===== src/rtl/pipeline_pkg.sv =====
// Shared pipeline encodings: load-extract modes, HI/LO read selects and the
// default link register index.
package pipeline_pkg;

  typedef enum logic [1:0] {
    EXTR_WORD  = 2'd0,
    EXTR_BYTE  = 2'd1,
    EXTR_HALF  = 2'd2,
    EXTR_MERGE = 2'd3
  } extr_e;

  typedef enum logic [1:0] {
    LH_NONE = 2'd0,
    LH_LO   = 2'd1,
    LH_HI   = 2'd2,
    LH_BAD  = 2'd3
  } lh_e;

  localparam int RA_IDX_DEFAULT = 31;

endpackage


===== src/rtl/wb_stage_if.sv =====
// Writeback stage bus: incoming beat fields plus the registered regfile write
// and architectural HI/LO.
interface wb_stage_if #(
  parameter int DATA_BITS = 32
);
  localparam int AB = $clog2(DATA_BITS / 8);

  // Handshake: in_valid marks a beat and there is no ready. stall freezes the
  // whole stage, flush kills the incoming beat (flush wins over stall), and a
  // beat is taken on an edge where in_valid & ~stall & ~flush.
  logic                 in_valid;
  logic                 stall;
  logic                 flush;
  logic [4:0]           rt;
  logic [4:0]           rd;
  logic                 reg_dst;
  logic                 jal;
  logic                 link;
  logic                 mem_to_reg;
  logic                 extr_signed;
  pipeline_pkg::extr_e  extr_word;
  pipeline_pkg::lh_e    lh_to_reg;
  logic [DATA_BITS-1:0] alu_out;
  logic [DATA_BITS-1:0] mem_out;
  logic [DATA_BITS-1:0] pc;
  logic [DATA_BITS-1:0] rt_val;
  logic [AB-1:0]        addr_byte;
  logic                 merge_left;
  logic [1:0]           hilo_we;
  logic [DATA_BITS-1:0] hi_in;
  logic [DATA_BITS-1:0] lo_in;

  logic                 wb_valid;
  logic [4:0]           wb_idx;
  logic [DATA_BITS-1:0] wb_data;
  logic [DATA_BITS-1:0] hi;
  logic [DATA_BITS-1:0] lo;

  modport master (
    output in_valid, stall, flush, rt, rd, reg_dst, jal, link, mem_to_reg,
           extr_signed, extr_word, lh_to_reg, alu_out, mem_out, pc, rt_val,
           addr_byte, merge_left, hilo_we, hi_in, lo_in,
    input  wb_valid, wb_idx, wb_data, hi, lo
  );

  modport slave (
    input  in_valid, stall, flush, rt, rd, reg_dst, jal, link, mem_to_reg,
           extr_signed, extr_word, lh_to_reg, alu_out, mem_out, pc, rt_val,
           addr_byte, merge_left, hilo_we, hi_in, lo_in,
    output wb_valid, wb_idx, wb_data, hi, lo
  );

endinterface


===== src/rtl/load_extract.sv =====
// Combinational load formatter: byte/halfword/word extraction with optional
// sign extension, and LWL/LWR merging when WB_UNALIGNED_EN is defined.
module load_extract
  import pipeline_pkg::*;
#(
  parameter int DATA_BITS = 32
) (
  input  extr_e                          extr_word,
  input  logic                           extr_signed,
  input  logic [$clog2(DATA_BITS/8)-1:0] addr_byte,
  input  logic [DATA_BITS-1:0]           mem_out,
  input  logic [DATA_BITS-1:0]           rt_val,
  input  logic                           merge_left,
  output logic [DATA_BITS-1:0]           load_data
);

  logic [7:0]           byte_v;
  logic [15:0]          half_v;
  logic [DATA_BITS-1:0] word_v;
  logic [DATA_BITS-1:0] merge_v;

  assign byte_v = mem_out[{addr_byte, 3'b000} +: 8];
  assign half_v = mem_out[{addr_byte[1], 4'b0000} +: 16];

  // On a 64-bit datapath a "word" is the 32-bit half picked by addr_byte[2].
  if (DATA_BITS == 64) begin : g_word64
    logic [31:0] w32;
    assign w32    = mem_out[{addr_byte[2], 5'b00000} +: 32];
    assign word_v = {{(DATA_BITS-32){extr_signed & w32[31]}}, w32};
  end else begin : g_word32
    assign word_v = mem_out;
  end

`ifdef WB_UNALIGNED_EN
  // Big-endian: LWL shifts memory up into the high bytes, LWR shifts it down
  // into the low bytes; bytes not covered keep the old rt contents.
  logic [DATA_BITS-1:0]           ones;
  logic [$clog2(DATA_BITS/8)-1:0] rbyte;
  assign ones    = '1;
  assign rbyte   = ~addr_byte;
  assign merge_v = merge_left
    ? ((mem_out << {addr_byte, 3'b000}) | (rt_val & ~(ones << {addr_byte, 3'b000})))
    : ((mem_out >> {rbyte, 3'b000})     | (rt_val & ~(ones >> {rbyte, 3'b000})));
`else
  logic unused_merge;
  assign unused_merge = ^{rt_val, merge_left};
  assign merge_v      = '0;
`endif

  always_comb begin
    load_data = '0;
    case (extr_word)
      EXTR_WORD:  load_data = word_v;
      EXTR_BYTE:  load_data = {{(DATA_BITS-8){extr_signed & byte_v[7]}}, byte_v};
      EXTR_HALF:  load_data = {{(DATA_BITS-16){extr_signed & half_v[15]}}, half_v};
      EXTR_MERGE: load_data = merge_v;
      default:    load_data = '0;
    endcase
  end

endmodule


===== src/rtl/wb_stage.sv =====
// Writeback stage: picks destination and data, registers the regfile write
// and keeps HI/LO. Optional LWL/LWR merge via WB_UNALIGNED_EN.
module wb_stage
  import pipeline_pkg::*;
#(
  parameter int DATA_BITS   = 32,
  parameter int LINK_OFFSET = 4,
  parameter int RA_IDX      = RA_IDX_DEFAULT
) (
  input logic       clk,
  input logic       rst_n,
  wb_stage_if.slave bus
);

  logic                 accept;
  logic [4:0]           idx;
  logic [DATA_BITS-1:0] load_data;
  logic [DATA_BITS-1:0] hi_next;
  logic [DATA_BITS-1:0] lo_next;
  logic [DATA_BITS-1:0] lh_data;
  logic [DATA_BITS-1:0] link_data;
  logic [DATA_BITS-1:0] data;

  logic                 wb_valid_q;
  logic [4:0]           wb_idx_q;
  logic [DATA_BITS-1:0] wb_data_q;
  logic [DATA_BITS-1:0] hi_q;
  logic [DATA_BITS-1:0] lo_q;

  assign accept = bus.in_valid & ~bus.stall & ~bus.flush;
  assign idx    = bus.jal ? 5'(RA_IDX) : (bus.reg_dst ? bus.rd : bus.rt);

  // A same-beat HI/LO write is visible to a same-beat HI/LO read.
  assign hi_next = bus.hilo_we[1] ? bus.hi_in : hi_q;
  assign lo_next = bus.hilo_we[0] ? bus.lo_in : lo_q;

  assign link_data = bus.pc + DATA_BITS'(LINK_OFFSET);

  load_extract #(
    .DATA_BITS (DATA_BITS)
  ) u_load_extract (
    .extr_word   (bus.extr_word),
    .extr_signed (bus.extr_signed),
    .addr_byte   (bus.addr_byte),
    .mem_out     (bus.mem_out),
    .rt_val      (bus.rt_val),
    .merge_left  (bus.merge_left),
    .load_data   (load_data)
  );

  always_comb begin
    lh_data = '0;
    case (bus.lh_to_reg)
      LH_LO:   lh_data = lo_next;
      LH_HI:   lh_data = hi_next;
      default: lh_data = '0;
    endcase
  end

  always_comb begin
    data = bus.alu_out;
    if (bus.mem_to_reg)                data = load_data;
    else if (bus.lh_to_reg != LH_NONE) data = lh_data;
    else if (bus.link)                 data = link_data;
  end

  always_ff @(posedge clk or negedge rst_n) begin
    if (!rst_n) begin
      wb_valid_q <= 1'b0;
      wb_idx_q   <= '0;
      wb_data_q  <= '0;
      hi_q       <= '0;
      lo_q       <= '0;
    end else if (bus.flush) begin
      wb_valid_q <= 1'b0;
    end else if (!bus.stall) begin
      // Writes to r0 are dropped, but HI/LO still update on the beat.
      wb_valid_q <= accept && (idx != 5'd0);
      if (accept) begin
        wb_idx_q  <= idx;
        wb_data_q <= data;
        hi_q      <= hi_next;
        lo_q      <= lo_next;
      end
    end
  end

  assign bus.wb_valid = wb_valid_q;
  assign bus.wb_idx   = wb_idx_q;
  assign bus.wb_data  = wb_data_q;
  assign bus.hi       = hi_q;
  assign bus.lo       = lo_q;

endmodule


===== src/flat_wrapper.sv =====
// flat-port wrapper written by rule: the top's interface ports become plain ports
module wb_stage_flat import pipeline_pkg::*;
#(
  parameter int DATA_BITS   = 32,
  parameter int LINK_OFFSET = 4,
  parameter int RA_IDX      = RA_IDX_DEFAULT
)
  (clk, rst_n, bus_in_valid, bus_stall, bus_flush, bus_rt, bus_rd, bus_reg_dst, bus_jal, bus_link, bus_mem_to_reg, bus_extr_signed, bus_extr_word, bus_lh_to_reg, bus_alu_out, bus_mem_out, bus_pc, bus_rt_val, bus_addr_byte, bus_merge_left, bus_hilo_we, bus_hi_in, bus_lo_in, bus_wb_valid, bus_wb_idx, bus_wb_data, bus_hi, bus_lo);
  wb_stage_if #(.DATA_BITS(DATA_BITS)) bus_i ();
  input logic clk;
  input logic rst_n;
  input wire logic [$bits(bus_i.in_valid)-1:0] bus_in_valid;
  input wire logic [$bits(bus_i.stall)-1:0] bus_stall;
  input wire logic [$bits(bus_i.flush)-1:0] bus_flush;
  input wire logic [$bits(bus_i.rt)-1:0] bus_rt;
  input wire logic [$bits(bus_i.rd)-1:0] bus_rd;
  input wire logic [$bits(bus_i.reg_dst)-1:0] bus_reg_dst;
  input wire logic [$bits(bus_i.jal)-1:0] bus_jal;
  input wire logic [$bits(bus_i.link)-1:0] bus_link;
  input wire logic [$bits(bus_i.mem_to_reg)-1:0] bus_mem_to_reg;
  input wire logic [$bits(bus_i.extr_signed)-1:0] bus_extr_signed;
  input wire logic [$bits(bus_i.extr_word)-1:0] bus_extr_word;
  input wire logic [$bits(bus_i.lh_to_reg)-1:0] bus_lh_to_reg;
  input wire logic [$bits(bus_i.alu_out)-1:0] bus_alu_out;
  input wire logic [$bits(bus_i.mem_out)-1:0] bus_mem_out;
  input wire logic [$bits(bus_i.pc)-1:0] bus_pc;
  input wire logic [$bits(bus_i.rt_val)-1:0] bus_rt_val;
  input wire logic [$bits(bus_i.addr_byte)-1:0] bus_addr_byte;
  input wire logic [$bits(bus_i.merge_left)-1:0] bus_merge_left;
  input wire logic [$bits(bus_i.hilo_we)-1:0] bus_hilo_we;
  input wire logic [$bits(bus_i.hi_in)-1:0] bus_hi_in;
  input wire logic [$bits(bus_i.lo_in)-1:0] bus_lo_in;
  output wire logic [$bits(bus_i.wb_valid)-1:0] bus_wb_valid;
  output wire logic [$bits(bus_i.wb_idx)-1:0] bus_wb_idx;
  output wire logic [$bits(bus_i.wb_data)-1:0] bus_wb_data;
  output wire logic [$bits(bus_i.hi)-1:0] bus_hi;
  output wire logic [$bits(bus_i.lo)-1:0] bus_lo;
  assign bus_i.in_valid = bus_in_valid;
  assign bus_i.stall = bus_stall;
  assign bus_i.flush = bus_flush;
  assign bus_i.rt = bus_rt;
  assign bus_i.rd = bus_rd;
  assign bus_i.reg_dst = bus_reg_dst;
  assign bus_i.jal = bus_jal;
  assign bus_i.link = bus_link;
  assign bus_i.mem_to_reg = bus_mem_to_reg;
  assign bus_i.extr_signed = bus_extr_signed;
  assign bus_i.extr_word = bus_extr_word;
  assign bus_i.lh_to_reg = bus_lh_to_reg;
  assign bus_i.alu_out = bus_alu_out;
  assign bus_i.mem_out = bus_mem_out;
  assign bus_i.pc = bus_pc;
  assign bus_i.rt_val = bus_rt_val;
  assign bus_i.addr_byte = bus_addr_byte;
  assign bus_i.merge_left = bus_merge_left;
  assign bus_i.hilo_we = bus_hilo_we;
  assign bus_i.hi_in = bus_hi_in;
  assign bus_i.lo_in = bus_lo_in;
  assign bus_wb_valid = bus_i.wb_valid;
  assign bus_wb_idx = bus_i.wb_idx;
  assign bus_wb_data = bus_i.wb_data;
  assign bus_hi = bus_i.hi;
  assign bus_lo = bus_i.lo;
  wb_stage #(.DATA_BITS(DATA_BITS), .LINK_OFFSET(LINK_OFFSET), .RA_IDX(RA_IDX)) u_core (.clk(clk), .rst_n(rst_n), .bus(bus_i));
endmodule

===== config.mk =====
export PLATFORM = sky130hd
export DESIGN_NAME = wb_stage_flat
export DESIGN_NICKNAME = d
export VERILOG_FILES = /design/src/rtl/pipeline_pkg.sv /design/src/rtl/wb_stage_if.sv /design/src/rtl/load_extract.sv /design/src/rtl/wb_stage.sv /design/src/flat_wrapper.sv
export SDC_FILE = /design/constraint.sdc
export NUM_CORES = 1
export LEC_CHECK = 0
export BUFFER_PORTS_ARGS = -buffer_cell sky130_fd_sc_hd__buf_2
export CORE_ASPECT_RATIO = 2
export CORE_MARGIN = 8
export CORE_UTILIZATION = 48
export CTS_BUF_LIST = sky130_fd_sc_hd__clkbuf_8
export DETAILED_ROUTE_END_ITERATION = 7
export PLACE_DENSITY = 0.83
export SYNTH_ARGS = -nofsm -noshare
export SYNTH_HDL_FRONTEND = slang
export SYNTH_SLANG_ARGS = --single-unit
export TNS_END_PERCENT = 5

===== constraint.sdc =====
create_clock -name clk -period 1.57 [get_ports clk]
set_input_delay 0 -clock clk [delete_from_list [all_inputs] [get_ports clk]]
set_output_delay 0 -clock clk [all_outputs]
set_load 0.03 [all_outputs]

==> results.md <==
* WHS Path Cells at 4
* Maximum vdd drop at 0.908 mV
* Clk slew on worst S/H paths at 100 ps
* WL per Instance at 23.3 microns
* Setup TNS at 0 ps
* Combinational Power Share at ~43%
* Clk_lat worst skew at ~390 ps
* Yosys reg bits at 102
* Routed WL at 30.7 mm
* Reg2reg end: u_core.bus.wb_data[2]
* Top cells by area, synth: dfrtp_1, mux2_2, mux2i_1
* Layout Nets at between 1k and 1.5k
* Crit Path Max Fanout at 4
* Final slew viol count at 0
* # rows at slightly above 60
* Worst Path Buf+Inv at 2
* Hold Path Class: input pin to register
* Reg2Reg Depth at 5
* Final Cycle Share at 99.8%
* Die Span X at 99.6 microns
* Final hold viol count at 0
* Met2 Usage GRT at 56.7%
* Critical path's largest stage delay at between 500 and 600 ps
* MaxCap Viol Count at 0
* Area Growth Syn to Fin at 54.7%
* Largest net degree at the start of global routing at 63
* Routed vias at 8,002
* Worst setup EP type: register
* GR peak layer: met2
* Critical path's top delay family: simple AND/OR/NAND/NOR gates
* Vias in the first global route at 8,444
* Main combinational cell family by area after synthesis: multiplexers
* Fmax at 638 MHz
* Clk buf depth at 2
* EDFF count, synth at 0
* Routing usage on met1 at about a third
* Internal at 0.00568 W
* Net Count, Synth at 907
* Post-synth top cells: dfrtp_1, mux2i_1, mux2_2, nand2_1
* CP Cell Sequence: dlygate4sd3_1, buf_6, and4_4, nand3_2, or4_1, a21o_1, a221oi_2
* Syn avg cell area at 9.83 sq um
* M3 GR Usage at about 6.6%
* Max_slew headroom at 64.0%
* Root Buffer: clkbuf_8
* Final setup violation count at 0
* Post-Route Skew at about 8.3 ps
* Part of the power in registers at 37.5%
* Adder-Cell Fraction of Synth Area at 0.747%
* Antenna violations before repair at 5
* GPL Wtd Cong at between 1 and 1.5
* Core Box Area at 13,800 sq um
* Mapped cell area at 6700 sq um
* Worst EP required at around 1900 ps
* Initial Util at 48.5%
* Overall Power at 0.00961 W
* CTS buffer count at 9
* Vias per cell at slightly above 6
* CTS tree: done
* Ports at ~320
* Cell variety after synth at 57
* Yosys top cell area share at 38.1%
* Synth warnings at 0
* Worst Setup Start Kind: input pin
* H-Tree Depth at 3
* Clk pwr share at 19.5%
* Crit path depth at 7
* First-pass GRT wire length at roughly 46 mm
* Crit path kind: input pin to register
* Core Util, Final at 75.1%
* Hold endpoint: u_core.bus.wb_data[6]
* Syn Inst Count at 682
* Die footprint at 18,200 sq um
* DRT Pass-1 Iters at 5
* Die H at 183 microns
* Switching power at between 0.003 and 0.004 W
* # fillers at approximately 950
* Net Sw Frac at 40.9%
* Status: complete, no violations
* Fin crit period at 1570 ps
* Cell taking the most area after synthesis: dfrtp_1
* Worst slew pin tran at 533 ps
* Synth Area in XOR/XNOR at 1.18%
* Slowest-stage cell, CP: dlygate4sd3_1
* Simple-Gate Fraction of Synth Area at 12.5%
* Hold Startpoint: bus_mem_out[6]
* Most frequent cell after synthesis: dfrtp_1
* P per Cell Area at ~930 nW/um^2
* Final HPWL DP at 22.0 mm
* Antenna Nets Post-Route at 0
* TritonCTS Sinks at 102
* Ys flop type: dfrtp_1
* Post-synthesis mux area share at 23.3%
* GRT overflow at 0
* IO buf count at 289
* Setup bufs post-CTS at 0
* P_leak at 4.85 nW
* RSZ-0062 raised after global routing: true
* Iteration-0 DRC Markers at 423
* Synth Area in Compound Gates at between 20 and 25%
* Sequential element share of the synthesized area at 38.1%
* Ys async rst share at 100%
* CP arrival at around 1900 ps
* R2R Setup Slk at around 60 ps
* Share of post-route cells with drive strength above 1 at 43.7%
* Drt drc at 0
* Total track usage at 32.9%
* Worst r2r src: u_core.bus.lo[2]
==> layer usage <==
metal / up-vias / part of all wire, %
met1: 3832 / 34
met4: 4 / 7.1
met2: 503 / 51
met3: 150 / 8.0
met5: - / 0.052
li1: 3513 / -
==> how the worst max path moves through the flow <==
| stage | to | from | slack [ps] |
|---|---|---|---|
| 5_1_grt | u_core.bus.wb_data[31] | bus_pc[16] | -40 |
| 2_1_floorplan | u_core.bus.wb_data[31] | bus_pc[4] | -160 |
| 3_5_place_dp | u_core.bus.wb_data[29] | bus_pc[2] | -280 |
| 6_report | u_core.bus.wb_data[31] | bus_pc[16] | 3 |
| 3_3_place_gp | u_core.bus.wb_data[31] | bus_pc[2] | -230 |
| 4_1_cts | u_core.bus.wb_data[13] | u_core.bus.lo[13] | 2 |
==> repair_timing <==
| action | 4_1_cts | 5_1_grt |
|---|---|---|
| hold endpoints to repair | 193 | 0 |
| hold buffers | 103 | 0 |
| setup endpoints to repair | 2 | 19 |
| resized for setup | 4 | 23 |
| pin swaps | 0 | 8 |
==> stage by stage <==
step / cell area, sq um / setup slack, ps / std cells / hold WS, ps
floorplan: 6720 / -155 / 682 / -296
global placement: 9000 / -229 / 1192 / -184
detailed placement: 9000 / -285 / 1192 / -183
CTS: 10300 / 2.05 / 1310 / 3.54
global route: 10400 / -44.4 / 1313 / 20.1
finish: 10400 / 3.39 / 1314 / 15.4
==> layout make-up <==
type / count / area, sq um / share of cell area, %
Inverter: 12 / 45.0 / 0.434
Sequential cell: 102 / 2550 / 24.6
Clock inverter: 6 / 87.6 / 0.844
Clock buffer: 9 / 124 / 1.19
Antenna cell: 4 / 10.0 / 0.0965
Tap cell: 189 / 236 / 2.28
Multi-Input combinational cell: 512 / 4010 / 38.7
Timing Repair Buffer: 480 / 3300 / 31.8
==> worst min-delay path: cells and delay by family <==
family	cells	cell delay (ps)
compound gates	2	210
buf+inv	1	80
simple gates	1	90
==> logic make-up after synthesis <==
group           count (synthesis)
mux                           146
fa+ha+maj                       4
xor+xnor                        9
flops                         102
compound gates                188
buf+inv                        68
simple gates                  165
==> state kept, by name, summed over array words and instances, names as in the netlist <==
signal               cells
u_core.bus.hi           32
u_core.bus.lo           32
u_core.bus.wb_data      32
u_core.bus.wb_idx        5
u_core.bus.wb_valid      1
==> cell usage in the layout (no fill, tap or decap), types with 5 or more instances in the layout <==
| cell type | Yosys | routed |
|---|---|---|
| nand3_1 | 10 | 9 |
| and2_1 | 5 | 6 |
| dfrtp_1 | 102 | 102 |
| mux2i_1 | 76 | 75 |
| o31a_1 | 10 | 10 |
| a221oi_1 | 39 | 37 |
| o22ai_1 | 32 | 31 |
| o21ai_0 | 32 | 31 |
| nor4_2 | 0 | 8 |
| nor2b_1 | 12 | 11 |
| nand2_1 | 46 | 46 |
| inv_1 | 12 | 12 |
| dlygate4sd3_1 | 0 | 103 |
| nor4_1 | 13 | 5 |
| nor2_1 | 38 | 38 |
| a21oi_1 | 15 | 14 |
| buf_2 | 2 | 286 |
| xor2_1 | 5 | 5 |
| nor3_1 | 6 | 6 |
| a22o_1 | 6 | 6 |
| clkbuf_8 | 0 | 9 |
| o2bb2ai_1 | 5 | 5 |
| buf_12 | 0 | 12 |
| buf_4 | 0 | 76 |
| nand4_1 | 9 | 9 |
| mux2_2 | 69 | 69 |
==> power by group through the flow <==
| stage | Clock (W) | Sequential, W | Combinational (W) |
|---|---|---|---|
| 4_1_cts | 0.00189 | 0.00356 | 0.00403 |
| 5_1_grt | 0.00196 | 0.00366 | 0.00436 |
| 3_3_place_gp | 0 | 0.00357 | 0.00375 |
| 6_report | 0.00187 | 0.00360 | 0.00414 |
| 2_1_floorplan | 0 | 0.00468 | 0.00113 |
| 3_5_place_dp | 0 | 0.00361 | 0.00382 |
(Power assumes the default switching activity.)
